File: src/rtl/systolic_feeder.sv
// Captures A/B on start, pulses the array clear, then streams skewed rows/columns
// into an output-stationary systolic array and flags done once every PE holds its final C.
module systolic_feeder #(
  parameter int DATA_WIDTH  = 8,
  parameter int A_ROWS      = 2,
  parameter int A_COLS      = 2,
  parameter int B_COLS      = 2,
  parameter int MAC_LATENCY = 2
) (
  input  logic                  clk,
  input  logic                  reset,
  input  logic                  start,
  input  logic [DATA_WIDTH-1:0] a_mat [0:A_ROWS-1][0:A_COLS-1],
  input  logic [DATA_WIDTH-1:0] b_mat [0:A_COLS-1][0:B_COLS-1],
  output logic                  busy,
  output logic                  done,
  output logic                  array_clr,
  output logic [DATA_WIDTH-1:0] a_out [0:A_ROWS-1],
  output logic [DATA_WIDTH-1:0] b_out [0:B_COLS-1]
);

  localparam int T_FEED = ((A_ROWS > B_COLS) ? A_ROWS : B_COLS) + A_COLS - 1;
  localparam int T_DONE = A_ROWS + A_COLS + B_COLS - 3 + MAC_LATENCY;
  localparam int TW     = $clog2(T_DONE + 1);

  typedef enum logic [2:0] {IDLE, CLEAR, FEED, DRAIN, DONE} state_t;

  state_t                state;
  logic [TW-1:0]         t;
  logic [TW-1:0]         t_nxt;
  logic [DATA_WIDTH-1:0] a_cap [0:A_ROWS-1][0:A_COLS-1];
  logic [DATA_WIDTH-1:0] b_cap [0:A_COLS-1][0:B_COLS-1];
  logic [DATA_WIDTH-1:0] a_nxt [0:A_ROWS-1];
  logic [DATA_WIDTH-1:0] b_nxt [0:B_COLS-1];

  // Outputs are registered, so the wavefront is computed for the cycle being entered.
  always_comb begin
    t_nxt = (state == FEED || state == DRAIN) ? t + TW'(1) : '0;
    for (int i = 0; i < A_ROWS; i++) begin
      a_nxt[i] = '0;
      for (int k = 0; k < A_COLS; k++) begin
        if (int'(t_nxt) - i == k) a_nxt[i] = a_cap[i][k];
      end
    end
    for (int j = 0; j < B_COLS; j++) begin
      b_nxt[j] = '0;
      for (int k = 0; k < A_COLS; k++) begin
        if (int'(t_nxt) - j == k) b_nxt[j] = b_cap[k][j];
      end
    end
  end

  always_ff @(posedge clk) begin
    if (reset) begin
      state     <= IDLE;
      t         <= '0;
      busy      <= 1'b0;
      done      <= 1'b0;
      array_clr <= 1'b0;
      a_out     <= '{default: '0};
      b_out     <= '{default: '0};
    end else begin
      case (state)
        IDLE, DONE: begin
          array_clr <= 1'b0;
          a_out     <= '{default: '0};
          b_out     <= '{default: '0};
          if (start) begin
            a_cap     <= a_mat;
            b_cap     <= b_mat;
            state     <= CLEAR;
            busy      <= 1'b1;
            done      <= 1'b0;
            array_clr <= 1'b1;
          end
        end
        CLEAR: begin
          state     <= FEED;
          t         <= '0;
          array_clr <= 1'b0;
          a_out     <= a_nxt;
          b_out     <= b_nxt;
        end
        FEED: begin
          t <= t_nxt;
          // With a single-row/column array and MAC_LATENCY=1 the drain phase is empty.
          if (int'(t_nxt) == T_DONE) begin
            state <= DONE;
            busy  <= 1'b0;
            done  <= 1'b1;
            a_out <= '{default: '0};
            b_out <= '{default: '0};
          end else if (int'(t_nxt) == T_FEED) begin
            state <= DRAIN;
            a_out <= '{default: '0};
            b_out <= '{default: '0};
          end else begin
            a_out <= a_nxt;
            b_out <= b_nxt;
          end
        end
        DRAIN: begin
          t <= t_nxt;
          if (int'(t_nxt) == T_DONE) begin
            state <= DONE;
            busy  <= 1'b0;
            done  <= 1'b1;
          end
        end
        default: state <= IDLE;
      endcase
    end
  end

endmodule

File: config.mk
export PLATFORM = sky130hd
export DESIGN_NAME = systolic_feeder
export DESIGN_NICKNAME = d
export VERILOG_FILES = /design/src/rtl/systolic_feeder.sv
export SDC_FILE = /design/constraint.sdc
export NUM_CORES = 1
export LEC_CHECK = 0
export CORE_MARGIN = 3
export CORE_UTILIZATION = 47
export CTS_BUF_LIST = sky130_fd_sc_hd__clkbuf_16
export DETAILED_ROUTE_END_ITERATION = 8
export HOLD_SLACK_MARGIN = 0.08
export PLACE_DENSITY = 0.78
export SLEW_MARGIN = 20
export SYNTH_ARGS = -nofsm -noshare
export SYNTH_HDL_FRONTEND = slang
export SYNTH_SLANG_ARGS = --single-unit
File: constraint.sdc
create_clock -name clk -period 6.1 [get_ports clk]
set_input_delay 1.22 -clock clk [delete_from_list [all_inputs] [get_ports clk]]
set_output_delay 1.22 -clock clk [all_outputs]
set_load 0.01 [all_outputs]
==> results of run 1 <==
==> logic make-up after synthesis <==
group | after synthesis
simple gates | 61
mux | 2
xor+xnor | 4
fa+ha+maj | 1
buf+inv | 17
flops | 105
compound gates | 83
==> sequential cells by signal, summed over array words and instances, names as in the netlist <==
name / flops
a_cap: 32
a_out: 16
array_clr: 1
b_cap: 32
b_out: 16
busy: 1
done: 1
state: 3
t: 3
==> placed cells by master, fill, tap and decap left out, drive strengths merged, types with 2 or more instances in the layout <==
cell type / instances
edfxtp: 64
nor2: 7
nand2: 37
nand2b: 2
o21ai: 36
nor3: 7
clkdlybuf4s50: 101
xnor2: 3
a21oi: 9
clkinv: 3
nor2b: 2
clkbuf: 9
a22oi: 31
dfxtp: 41
or3: 2
buf: 7
inv: 4
a2111oi: 2
==> final timing paths <==
| path | from | to | slack (ps) |
|---|---|---|---|
| min reg2reg | a_out[8] | a_out[8] | 450 |
| max | reset | b_cap[3] | 3050 |
| min | a_out[8] | a_out[8] | 450 |
| max reg2reg | t[0] | a_out[3] | 3440 |
==> layout make-up <==
class | instances | area, um^2 | share of cell area
clock buffers | 9 | 225.2 | 0.04389
clock inverters | 7 | 55.05 | 0.01073
multi-input cells | 151 | 897.1 | 0.1748
flip-flops and latches | 105 | 2743 | 0.5345
well taps | 99 | 123.9 | 0.02414
repair buffers | 108 | 1087 | 0.2119
==> per-stage QoR <==
stage               setup slack [ps]  utilization  area (um^2)
CTS                             2681       0.6881         5097
detailed placement              2310       0.6502         4817
finish                          3046       0.6926         5131
floorplan                       1502            -         3679
global route                    2955       0.6926         5131
global placement                2436       0.6487         4806
==> layer usage <==
metal	global-route usage	vias to the layer above	wire length, um
met5	0	-	0
met4	0.08654	0	200
met3	0.03586	13	467
met2	0.3227	88	4304
met1	0.2279	1235	3138
li1	-	1223	-
==> power by group <==
part / leakage [nW] / internal, mW / total (mW) / switching [mW]
combinational: 0.646 / 0.0979 / 0.189 / 0.0915
sequential: 0.925 / 0.801 / 0.825 / 0.0237
clock: 0.143 / 0.282 / 0.536 / 0.254
==> worst min-delay path, cell delays in order, from the launching register on <==
cell     delay, ps
dfxtp_1        310
nand2_1         50
o21ai_1         50
==> impl_metrics.csv, run 1 <==
group,metric,value,unit
timing,final-setup-viol-count,0,
routing,wl_per_cell,16.93,um
routing,num_vias,2559,
timing,report.final.hold_viol_count,0,
floorplanning,ioPinCount,102,
timing,rsz0062_at_grt,"no",
pwr,power.density,302.0,nW/um^2
routing,drt_wl_total,8.110,mm
pwr,peakVddDrop,0.0001720,V
critical_path,cp_slowest_stage_delay,680,ps
synthesis,syn_area,3679,um^2
synthesis,netlist.area_leader.share,0.5224,
synthesis,ys_ff_latch,105,
synthesis,yosys.cell_types.count,30,
min_path,hold_path_depth,2,
clock_network,cts_buffer_depth,2,
critical_path,crit_family,"buffers and inverters",
clock_network,cts.sinks,105,
clock_network,cts_tree,"built",
job,cap_viol_max_count,0,
floorplanning,die-area,8925,um^2
critical_path,critPathMaxFanout,26,
timing,drv_slew,0,
critical_path,cp.required,6110,ps
clock_network,htreeDepth,3,
synthesis,muxShareOfSynthArea,0.005782,
synthesis,ys_top_cells_by_area,"edfxtp_1 (52%), dfxtp_1 (22%), a22oi_1 (6.3%), nand2_1 (3.8%), o21ai_1 (2.9%)",
synthesis,yosysWarningCount,0,
min_path,hp-class,"reg -> reg",
critical_path,cp.arrival,3060,ps
finish,antenna_cells,0,
global_routing,grt_max_degree,43,
routing,drtPass1Iterations,4,
finish,final_cells,479,
routing,route.detailed.drc,0,
clock_network,cts_setup_buffers,0,
synthesis,synth_edf_count,64,
timing,relSlewSlack,0.5254,
critical_path,rr_worst_depth,6,
floorplanning,die_y,94.47,um
global_routing,grt_usage,0.1874,
placed_design,dpl.hpwl,5.544,mm
synthesis,syn_nets,341,
placed_design,gp_congestion,0.8094,
synthesis,synth.most_common_cell,"edfxtp_1",
critical_path,worst-path-buf-inv,3,
pwr,total_power,1.550,mW
global_routing,grt_overflow_total,0,
finish,fillCellCount,528,
synthesis,ys.flop_type,"edfxtp_1",
clock_network,cts_buffers,9,
timing,fin_setup_tns,0,ps
clock_network,cts_hold_buf,0,
floorplanning,core_area,7408,um^2
floorplanning,rows,31,
routing,initialDrtViolationCount,115,
synthesis,synth_compound_area_frac,0.1405,
clock_network,clkSlewWorstSetupHoldPaths,70,ps
critical_path,critical_path_depth,4,
routing,viasPerCell,5.342,
synthesis,synthSimpleGateAreaFrac,0.07381,
run_status,status,"finished clean",
synthesis,postSynthAreaPerCell,13.47,um^2
timing,finalClockSkew,8.232,ps
synthesis,async_reset_ff_frac,0,
clock_network,clk-insertion-delay-late,330,ps
finish,nNetsFinal,443,
synthesis,synth_common_cells,"edfxtp_1 (64), dfxtp_1 (41), nand2_1 (37), a22oi_1 (31), o21ai_1 (21)",
global_routing,first_global_vias,2558,
synthesis,syn_inst,273,
placed_design,dp.cells,462,
critical_path,crit_chain,"clkdlybuf4s50_1 > nor2_4 > buf_16 > buf_4",
critical_path,slowest_stage,"clkdlybuf4s50_1",
synthesis,yosysTopAreaCell,"edfxtp_1",
global_routing,grt_pass1_wl,12.64,mm
critical_path,start_kind,"input port",
critical_path,path_class,"in -> reg",
global_routing,antenna_found_initial,0,
timing,worst_pin_slew,709.7,ps
pwr,power_leakage,1.714,nW
finish,area_delta_synth_final,39.49,%
synthesis,ys_seq_area_frac,0.7456,
finish,drive_above_1_share,0.07632,
clock_network,cts_root_buf,"clkbuf_16",
critical_path,cp-end-kind,"flop",
floorplanning,start_util,0.4965,
timing,period_needed,3054,ps
placed_design,port_buffers,101,
timing,period_share,0.5007,
synthesis,synthAdderAreaFrac,0.003401,
clock_network,post_cts_resized,0,
floorplanning,fp.dieW,94.47,um
synthesis,yosys.area_share.xor_xnor,0.01156,
timing,whs,452.8,ps
routing,ant_nets,0,
synthesis,synth_top_family_by_area,"compound AO/OA/AOI/OAI gates",
timing,clock.fmax,0.3274,GHz
No activity file was read; power rests on OpenSTA's default activity.
==> run 2, diff against run 1 <==
--- a/config.mk
+++ b/config.mk
@@ -6,11 +6,11 @@
 export NUM_CORES = 1
 export LEC_CHECK = 0
 export CORE_MARGIN = 3
-export CORE_UTILIZATION = 47
+export CORE_UTILIZATION = 43
 export CTS_BUF_LIST = sky130_fd_sc_hd__clkbuf_16
 export DETAILED_ROUTE_END_ITERATION = 8
 export HOLD_SLACK_MARGIN = 0.08
-export PLACE_DENSITY = 0.78
+export PLACE_DENSITY = 0.75
 export SLEW_MARGIN = 20
 export SYNTH_ARGS = -nofsm -noshare
 export SYNTH_HDL_FRONTEND = slang
==> constraint.sdc (replaced) <==
create_clock -name clk -period 2.7 [get_ports clk]
set_input_delay 0.54 -clock clk [delete_from_list [all_inputs] [get_ports clk]]
set_output_delay 0.54 -clock clk [all_outputs]
set_load 0.01 [all_outputs]
==> impl_metrics.csv, run 2 (same netlist as run 1, synthesis figures left out) <==
group,metric,value,unit
pwr,total_power,3.484,mW
floorplanning,fp.dieW,98.49,um
routing,num_vias,2545,
floorplanning,die-area,9700,um^2
placed_design,gp_congestion,0.7795,
finish,antenna_cells,0,
routing,drtPass1Iterations,4,
global_routing,first_global_vias,2484,
routing,initialDrtViolationCount,184,
timing,report.final.hold_viol_count,0,
min_path,hold_end,"b_out[15]",
timing,period_needed,1995,ps
pwr,power_leakage,1.736,nW
floorplanning,core_area,8258,um^2
clock_network,post_cts_resized,0,
timing,final.setup.worst_slack,704.6,ps
routing,ant_nets,0,
global_routing,antenna_found_initial,0,
clock_network,clk-insertion-delay-late,330,ps
timing,drv_slew,0,
pwr,peakVddDrop,0.0004251,V
critical_path,r2r-start,"t[0]",
clock_network,htreeDepth,3,
routing,wl_per_cell,15.28,um
global_routing,grt_pass1_wl,11.82,mm
finish,nNetsFinal,448,
min_path,min_from,"b_out[15]",
timing,clock.fmax,0.5012,GHz
critical_path,rrSetupSlack,700,ps
routing,route.detailed.drc,0,
placed_design,dpl.hpwl,5.244,mm
floorplanning,start_util,0.4455,
global_routing,grt_usage,0.1553,
min_path,hold_path_depth,2,
timing,finalClockSkew,7.639,ps
critical_path,path_class,"reg -> reg",
routing,viasPerCell,5.194,
finish,final_cell_mix,"clkdlybuf4s50_1 (101), edfxtp_1 (64), dfxtp_1 (41)",
pwr,internal-power,2.672,mW
job,cap_viol_max_count,0,
finish,drive_above_1_share,0.08831,
timing,final-setup-viol-count,0,
timing,period_share,0.7390,
critical_path,cp.arrival,2210,ps
finish,multi_input_area,904.6,um^2
timing,worst_pin_slew,711.9,ps
min_path,hp-class,"reg -> reg",
floorplanning,rows,33,
pwr,power_frac_seq,0.533,
pwr,combinationalPowerShare,0.127,
finish,layout_commonest_cell,"clkdlybuf4s50_1",
critical_path,cp.required,2920,ps
critical_path,r2r-end,"a_out[5]",
pwr,p_sw_frac,0.2331,
clock_network,cts_setup_buffers,0,
timing,fin_setup_tns,0,ps
pwr,pwr-share-clk,0.341,
timing,rsz0062_at_grt,"no",
clock_network,cts_hold_buf,0,
pwr,switching_power,0.8121,mW
clock_network,cts_buffer_depth,2,
global_routing,grt_overflow_total,0,
timing,relSlewSlack,0.5238,
finish,final_util,0.6279,
placed_design,port_buffers,101,
clock_network,cts_buffers,9,
run_status,status,"finished clean",
critical_path,start_kind,"flop",
floorplanning,ioPinCount,102,
finish,area_delta_synth_final,40.95,%
global_routing,grt_max_degree,53,
floorplanning,die_y,98.49,um
clock_network,cts_root_buf,"clkbuf_16",
critical_path,cp-end-kind,"flop",
routing,drt_wl_total,7.485,mm
finish,fillCellCount,640,
clock_network,clkSlewWorstSetupHoldPaths,70,ps
pwr,power.density,672.0,nW/um^2
critical_path,rr_worst_depth,6,
placed_design,place_ws,451.5,ps
clock_network,cts.sinks,105,
finish,top_regs,"a_cap: 32 flops, b_cap: 32 flops",
clock_network,cts_tree,"built",
critical_path,critPathMaxFanout,16,
finish,seq_area,2743,um^2
-- run 2: changes by cell type in the layout (fill, tap and decap cells not counted), sizes merged --
cell	before	now
buf	7	12
clkinv	3	4
inv	4	3
-- run 2: per-layer routing --
layer	GRT usage	vias up	share of wire	wire length, um
met5	0	-	0	0
met4	0.04307	0	0.010	75
met3	0.04671	6	0.060	448
met2	0.2642	87	0.50	3758
met1	0.1936	1221	0.43	3202
li1	-	1231	-	-
-- run 2: layout make-up --
cell class	count	share of cell area
Sequential cell	105	0.5290
Timing Repair Buffer	113	0.2179
Multi-Input combinational cell	151	0.1745
Clock buffer	9	0.04344
Tap cell	105	0.02534
Clock inverter	7	0.009894
-- run 2: power by group through the flow --
| stage | logic (mW) | registers, mW | clock network [mW] |
|---|---|---|---|
| floorplan | 0.190 | 1.89 | 0 |
| global placement | 0.428 | 1.89 | 0 |
| detailed placement | 0.443 | 1.89 | 0 |
| CTS | 0.445 | 1.86 | 1.22 |
| global route | 0.481 | 1.87 | 1.29 |
| finish | 0.441 | 1.86 | 1.19 |
-- run 2: worst max-delay path by stage --
stage               slack (ps)       end      from  cells past startpoint
detailed placement         450  a_out[7]      t[0]                      6
floorplan                  440  a_cap[0]  state[1]                      4
finish                     700  a_out[5]      t[0]                      6
CTS                        410  a_out[1]      t[0]                      6
global route               540  b_out[0]      t[0]                      6
global placement           460  a_out[2]      t[0]                      5
-- run 2: per-stage QoR --
step                      hold slack (ps)  instance area, um^2  instances
after global placement              435.4                 4891        473
after floorplan                     457.5                 3686        273
final                               448.8                 5185        490
after detailed placement            442.3                 4902        474
after CTS                           451.5                 5179        490
after global routing                477.5                 5185        490
-- run 2: critical path: stages (launching register included) --
cell	delay [ps]
dfxtp_1	320
ha_1	260
xor2_2	180
xnor2_1	170
o31ai_4	590
buf_6	260
o21ai_1	90
==> run 3, diff against run 2 <==
==> constraint.sdc (replaced) <==
create_clock -name clk -period 1.7 [get_ports clk]
set_input_delay 0.34 -clock clk [delete_from_list [all_inputs] [get_ports clk]]
set_output_delay 0.34 -clock clk [all_outputs]
set_load 0.01 [all_outputs]
==> impl_metrics.csv, run 3 (same netlist as run 1, synthesis figures left out) <==
group,metric,value,unit
timing,drv_slew,0,
placed_design,dpl.hpwl,5.539,mm
timing,report.final.hold_viol_count,0,
placed_design,port_buffers,101,
global_routing,antenna_found_initial,0,
finish,area_delta_synth_final,45.03,%
critical_path,cp-end-kind,"flop",
placed_design,gp_congestion,0.7165,
critical_path,cp.arrival,1890,ps
finish,postLayoutCellArea,5335,um^2
routing,num_vias,2492,
timing,relSlewSlack,0.7731,
critical_path,start_kind,"flop",
floorplanning,die_y,98.49,um
global_routing,grt.busiest_layer,"met2",
global_routing,grt_use_met3,0.04105,
critical_path,critPathMaxFanout,16,
finish,nNetsFinal,454,
critical_path,rrSetupSlack,70,ps
floorplanning,core_area,8258,um^2
pwr,total_power,5.656,mW
timing,fin_setup_tns,0,ps
clock_network,clkSlewWorstSetupHoldPaths,70,ps
finish,drive_above_1_share,0.1228,
timing,final-setup-viol-count,0,
clock_network,cts_tree,"built",
timing,clock.fmax,0.6152,GHz
global_routing,grt_pass1_wl,12.77,mm
clock_network,cts_buffer_depth,2,
critical_path,path_class,"reg -> reg",
routing,route.detailed.drc,0,
routing,drt_wl_total,7.850,mm
routing,initialDrtViolationCount,96,
finish,antenna_cells,0,
job,cap_viol_max_count,0,
floorplanning,die-area,9700,um^2
global_routing,grt_overflow_total,0,
clock_network,cts_buffers,9,
finish,final_cell_mix,"clkdlybuf4s50_1 (101), edfxtp_1 (64), dfxtp_1 (39)",
timing,period_share,0.9562,
global_routing,grt_use_met1,0.1961,
placed_design,placed_area,5005,um^2
critical_path,cp.required,1960,ps
timing,final.setup.worst_slack,74.43,ps
pwr,peakVddDrop,0.0005263,V
timing,worst_pin_slew,336.9,ps
clock_network,cts_setup_buffers,0,
floorplanning,rows,33,
clock_network,cts_hold_buf,0,
run_status,status,"finished clean",
routing,drtPass1Iterations,4,
floorplanning,fp.dieW,98.49,um
global_routing,grt_usage,0.1670,
clock_network,cts.sinks,105,
global_routing,first_global_vias,2614,
routing,wl_per_cell,15.83,um
timing,whs,447.3,ps
min_path,hp-class,"reg -> reg",
pwr,power_leakage,1.784,nW
clock_network,clk-insertion-delay-late,340,ps
routing,viasPerCell,5.024,
finish,top_regs,"a_cap: 32 flops, b_cap: 32 flops",
clock_network,htreeDepth,3,
timing,period_needed,1626,ps
global_routing,met2_usage,0.2995,
finish,layout_commonest_cell,"clkdlybuf4s50_1",
timing,rsz0062_at_grt,"yes",
pwr,power.density,1060,nW/um^2
clock_network,cts_root_buf,"clkbuf_16",
routing,ant_nets,0,
timing,finalClockSkew,9.097,ps
floorplanning,start_util,0.4455,
placed_design,place_ws,-95.75,ps
global_routing,grt_max_degree,45,
floorplanning,ioPinCount,102,
## run 3: cell count changes in the layout (fill, tap and decap cells not counted), sizes merged
| cell | previous run | this run |
|---|---|---|
| clkinvlp | 0 | 1 |
| buf | 12 | 18 |
| clkinv | 4 | 3 |
## run 3: final timing paths
check / startpoint / endpoint / cells past startpoint
max: t[0] / b_out[1] / 6
min: a_out[2] / a_out[2] / 2
max reg2reg: t[0] / b_out[1] / 6
min reg2reg: a_out[2] / a_out[2] / 2
## run 3: per-layer routing
layer,vias up,part of all wire
li1,1243,-
met1,1179,0.40
met2,63,0.54
met3,7,0.046
met4,0,0.013
met5,-,0
## run 3: final cells by class
cell class	instances	area, um^2
fillers	627	2923
flip-flops and latches	105	2745
repair buffers	119	1216
multi-input cells	151	954.7
clock buffers	9	225.2
well taps	105	131.4
clock inverters	7	62.56
## run 3: critical path, stage by stage, from the launching register on
cell and delay (ps):
dfxtp_1 340, ha_4 200, xor2_4 200, nor4_4 270
buf_4 280, a22oi_1 120, o21ai_1 140
## run 3: timing repair
action,in CTS,in global routing
endpoints found under the setup margin,19,32
pin swaps,1,0
gates resized for setup,3,7
## run 3: per-stage QoR
stage / cells / utilization
final: 496 / 0.6461
after global placement: 480 / 0.6061
after CTS: 496 / 0.6433
after detailed placement: 480 / 0.6061
after global routing: 496 / 0.6461
after floorplan: 273 / -
## run 3: report_power, final
| group | switching (mW) | total (mW) | internal (mW) |
|---|---|---|---|
| registers | 0.0828 | 2.96 | 2.87 |
| clock network | 0.931 | 1.95 | 1.02 |
| logic | 0.346 | 0.747 | 0.401 |
